## config.mk

```make
export PLATFORM = sky130hd
export DESIGN_NAME = phase_sequencer
export DESIGN_NICKNAME = d
export VERILOG_FILES = /design/src/rtl/q2_phase_pkg.sv /design/src/rtl/half_divider.sv /design/src/rtl/phase_sequencer.sv
export SDC_FILE = /design/constraint.sdc
export NUM_CORES = 1
export LEC_CHECK = 0
export CAP_MARGIN = 20
export CORE_MARGIN = 1
export CORE_UTILIZATION = 40
export CTS_CLUSTER_DIAMETER = 200
export DETAILED_ROUTE_END_ITERATION = 10
export DONT_BUFFER_PORTS = 1
export SYNTH_ARGS = -nofsm -noshare
export SYNTH_HDL_FRONTEND = slang
export SYNTH_SLANG_ARGS = --single-unit
```

## constraint.sdc

```tcl
create_clock -name clk -period 2.6 [get_ports clk]
set_input_delay 0.78 -clock clk [delete_from_list [all_inputs] [get_ports clk]]
set_output_delay 0.78 -clock clk [all_outputs]
set_load 0.02 [all_outputs]
```

## src/rtl/q2_phase_pkg.sv

```systemverilog
// Shared phase encoding for the machine-cycle sequencer and the stages that decode its phase.
package q2_phase_pkg;

  localparam int unsigned PhaseW = 3;

  typedef enum logic [PhaseW-1:0] {
    PhHalt   = 3'd0,
    PhFetch  = 3'd1,
    PhDecode = 3'd2,
    PhMem    = 3'd3,
    PhExec   = 3'd4
  } phase_t;

endpackage

```

## src/rtl/half_divider.sv

```systemverilog
// Half-rate cdiv/ncdiv toggle pair; advance marks the edge on which cdiv falls.
module half_divider (
  input  logic clk,
  input  logic nreset,
  input  logic enable,
  input  logic preset_high,
  output logic cdiv,
  output logic ncdiv,
  output logic advance
);

  logic cdiv_q, ncdiv_q;

  // ncdiv is its own flop so it stays a clean registered complement
  always_ff @(posedge clk or negedge nreset) begin
    if (!nreset) begin
      cdiv_q  <= 1'b0;
      ncdiv_q <= 1'b1;
    end else if (preset_high) begin
      cdiv_q  <= 1'b1;
      ncdiv_q <= 1'b0;
    end else if (enable) begin
      cdiv_q  <= ~cdiv_q;
      ncdiv_q <= cdiv_q;
    end else begin
      cdiv_q  <= 1'b0;
      ncdiv_q <= 1'b1;
    end
  end

  assign cdiv    = cdiv_q;
  assign ncdiv   = ncdiv_q;
  assign advance = enable & cdiv_q;

endmodule

```

## src/rtl/phase_sequencer.sv

```systemverilog
// Per-instruction phase sequencer with run / single-step / halt control and a retired count.
module phase_sequencer
  import q2_phase_pkg::*;
#(
  parameter int unsigned CYCLE_W = 8
) (
  input  logic               clk,
  input  logic               nreset,
  input  logic               run,
  input  logic               step,
  input  logic               halt,
  input  logic               need_mem,
  input  logic               mem_ready,
  output logic               cdiv,
  output logic               ncdiv,
  output logic [2:0]         phase,
  output logic               halted,
  output logic [CYCLE_W-1:0] cycles
);

  phase_t             phase_q;
  logic               step_pend_q;
  logic               single_q;
  logic [CYCLE_W-1:0] cycles_q;
  logic               advance;
  logic               start;

  // Leaving HALT is the only transition not tied to an advance edge
  assign start = (phase_q == PhHalt) && (run || step_pend_q);

  half_divider u_half_divider (
    .clk         (clk),
    .nreset      (nreset),
    .enable      (phase_q != PhHalt),
    .preset_high (start),
    .cdiv        (cdiv),
    .ncdiv       (ncdiv),
    .advance     (advance)
  );

  always_ff @(posedge clk or negedge nreset) begin
    if (!nreset) begin
      phase_q     <= PhHalt;
      step_pend_q <= 1'b0;
      single_q    <= 1'b0;
      cycles_q    <= '0;
    end else begin
      case (phase_q)
        PhHalt: begin
          if (start) begin
            phase_q     <= PhFetch;
            single_q    <= ~run;
            step_pend_q <= 1'b0;
          end else if (step) begin
            step_pend_q <= 1'b1;
          end
        end
        PhFetch: begin
          if (advance) phase_q <= PhDecode;
        end
        PhDecode: begin
          if (advance) phase_q <= need_mem ? PhMem : PhExec;
        end
        PhMem: begin
          if (advance && mem_ready) phase_q <= PhExec;
        end
        PhExec: begin
          if (advance) begin
            cycles_q <= cycles_q + {{(CYCLE_W-1){1'b0}}, 1'b1};
            phase_q  <= (halt || single_q || !run) ? PhHalt : PhFetch;
          end
        end
        default: phase_q <= PhHalt;
      endcase
    end
  end

  assign phase  = phase_q;
  assign halted = (phase_q == PhHalt);
  assign cycles = cycles_q;

endmodule

```

==> run summary <==
### Die
* **Die Height** 44.52 µm
* **placeable core region** 0.001708 mm²
* **initial standard-cell utilization of the core** 0.4234
* **number of top-level pins** 21
* **overall die area** 0.001982 mm²
* **die extent in x** 44.52 µm
* **floorplan row count** 15

### Logic synthesis
* **post-synthesis xor/xnor area fraction** 0.08478
* **average size of a mapped cell** 10.96 µm²
* **YS warnings** 0
* **Synth Register Bits** 15
* **cell area after synthesis** 723.2 µm²
* **simple-gate area share of the yosys netlist** 0.2128
* **adder and majority cell fraction of the synthesized area** 0.01730
* **dominant combinational cell family by area after synthesis** simple AND/OR/NAND/NOR gates
* **number of different library cells in the post-synthesis netlist** 29
* **post-synthesis sequential area ratio** 0.5208
* **multiplexer area fraction after synthesis** 0.02076
* **synthesized netlist cell count** 66
* **area fraction in compound gates after synthesis** 0.1107
* **synthesized net count** 74

### Global route
* **vias in the first global route** 446
* **total grt overflow** 0
* **antenna violations before repair** 0
* **pin count of the biggest net entering global routing** 16
* **global-route wire length before repair** 1932 µm
* **global routing usage summed across all routing layers** 0.1421

### Worst hold path
* **Hold Path Class** primary input to asynchronous set/reset pin

### Clocking
* **number of buffers added to fix hold violations after cts** 0
* **maximum buffer depth of the clock tree** 2
* **cell at the root of the clock tree** clkbuf_4
* **clock buffers created by TritonCTS** 3
* **Skew-Pair Late Insertion Delay** 0.28 ns
* **clock input transition at the sequential cells of the worst setup and hold paths** 0.08 ns
* **Setup Fix Bufs, Post-CTS** 0
* **Gates resized, CTS repair** 0
* **maximum level of the CTS H-tree** 1
* **Clock Sink Count** 15
* **CTS tree** built

### Pwr
* **worst ir drop on vdd** 0.0005662 V
* **cell leakage power** 0.3339 nW
* **total power density per cell area** 1108 mW/mm²

### Detailed routing
* **Detailed Routing Iterations Pass 1** 2
* **via density per instance** 5.280
* **post-route DRC violation count** 0
* **number of routed nets with antenna violations** 0
* **WL/cell** 13.04 µm
* **Initial DRC Count** 5
* **vias** 491
* **sum of routed wire length over all layers** 1213 µm

### Layout
* **number of nets at the end of the flow** 77
* **antenna cells** 0
* **share of final-layout standard cells stronger than drive strength 1** 0.1029
* **most common library cell in the layout ignoring fill and taps** dfrtp_1
* **top library cells by usage in the layout, fill and taps aside** dfrtp_1 (14), xnor2_1 (6), o21ai_0 (5), nand3_1 (5)
* **final non-filler cell total** 93
* **post-synthesis to final-layout area growth** 5.709%
* **number of inserted filler cells in the final layout** 169

### Worst setup path
* **largest stage delay on the critical path** 0.64 ns
* **setup slack of the most critical reg-to-reg path** 1.04 ns
* **buffers and inverters on the worst path** 0
* **critical path capture point type** output pin
* **Crit Path Class** flip-flop to output pin
* **data arrival time of the critical path** 1.46 ns
* **startpoint types** flip-flop
* **category of cells accounting for the largest share of critical-path delay** simple AND/OR/NAND/NOR gates
* **critical path fanouts, max** 9
* **CP Cell Sequence** nor3_2
* **cell with the largest stage delay on the worst path** nor3_2
* **Worst Path Required** 1.82 ns

### Timing
* **Worst Slack Setup Final** 0.3617 ns
* **final worst-path cycle share** 0.8609
* **setup repair after global routing missed its margin** false
* **maximum clock rate** 446.8 MHz
* **Final Setup Violations** 0
* **post-route minimum period** 2.238 ns
* **Pins Over Slew Limit** 0
* **worst-margin pin slew** 0.6813 ns
* **final hold violation count** 0
* **worst clock skew** 0.001243 ns
* **max_slew headroom** 0.5434
* **Final TNS setup** 0 ns
* **post-route worst hold slack** 0.1826 ns

### Status
* **status** finished, final reports clean

### Place
* **Post-DP HPWL** 890.7 µm
* **count of port buffers added during placement** 0
* **number of instances in the placed design** 89
* **setup slack after placement** 0.6710 ns
* **weighted congestion reported at the end of routability-driven placement** 0.7783

### Run
* **# Max-Cap Violations** 0

state kept, by name, indices dropped and copies added (netlist names):
| register | flops |
|---|---|
| phase | 3 |
| u_half_divider.cdiv | 1 |
| u_half_divider.ncdiv | 1 |
| single_q | 1 |
| step_pend_q | 1 |
| cycles | 8 |
worst paths after layout:
path	endpoint	from	cells after the start
worst max-delay path	halted	phase[1]$_DFFE_PN0P_	1
worst min register to register	single_q$_DFFE_PN0P_	single_q$_DFFE_PN0P_	2
worst max register to register	u_half_divider.cdiv$_DFF_PN0_	phase[1]$_DFFE_PN0P_	3
min in group clk	single_q$_DFFE_PN0P_	single_q$_DFFE_PN0P_	2
worst min-delay path	cycles[3]$_DFFE_PN0P_	nreset	0
max in group asynchronous	u_half_divider.ncdiv$_DFF_PN1_	nreset	0
synth_stat cells:
library cell | count | area, µm²
nor2_1 | 2 | 7.510
nor4bb_1 | 1 | 10.01
and4bb_1 | 1 | 12.51
nand4_1 | 2 | 12.51
nand2b_1 | 2 | 12.51
ha_1 | 1 | 12.51
and3_1 | 1 | 6.260
xnor2_1 | 6 | 52.55
a21bo_2 | 1 | 10.01
o21a_1 | 1 | 7.510
a32o_1 | 1 | 10.01
dfstp_2 | 1 | 26.28
nor3_2 | 1 | 10.01
buf_2 | 1 | 5.000
xor2_1 | 1 | 8.760
o21ai_0 | 5 | 25.02
dfrtp_1 | 14 | 350.3
buf_6 | 1 | 11.26
mux2_4 | 1 | 15.01
inv_1 | 2 | 7.510
nor2b_1 | 2 | 12.51
a21oi_1 | 4 | 20.02
a21o_1 | 1 | 7.510
and2_1 | 1 | 6.260
and2b_1 | 1 | 7.510
nand2_1 | 4 | 15.01
and4_1 | 1 | 8.760
or4_1 | 1 | 7.510
nand3_1 | 5 | 25.02
per-stage QoR:
stage	cell area, µm²	total power, W	utilization
2_1_floorplan	723.2	0.0006749	-
3_3_place_gp	738.2	0.0007202	0.4322
3_5_place_dp	738.2	0.0007271	0.4322
4_1_cts	764.5	0.0008641	0.4476
5_1_grt	764.5	0.0009135	0.4476
6_report	764.5	0.0008470	0.4476
power breakdown:
part	switching (W)	internal [W]
combinational	0.000115	0.000117
clock	0.0000701	0.0000596
sequential	0.000176	0.000310
kinds of logic after synthesis:
group	count (synthesis)
AO/OA/AOI/OAI	13
XOR/XNOR	7
adder cells (fa/ha/maj)	1
buffers and inverters	4
flip-flops	15
multiplexers	1
AND/OR/NAND/NOR	25
cell type report:
| cell class | count | area (µm²) | share of cell area |
|---|---|---|---|
| Clock buffer | 4 | 26.28 | 0.03437 |
| Inverter | 2 | 7.507 | 0.009820 |
| Multi-Input combinational cell | 47 | 322.8 | 0.4223 |
| Sequential cell | 15 | 376.6 | 0.4926 |
| Tap cell | 25 | 31.28 | 0.04092 |
metal layers:
layer  vias up  global-route usage  part of all wire  wire length [µm]
li1        239                   -                 -                 -
met1       236              0.1538              0.42               509
met2        14              0.2294              0.51               618
met3         2             0.08163             0.063                76
met4         0             0.05455            0.0066                 8
met5         -                   0                 0                 0
Power figures use the tool's default switching activity.
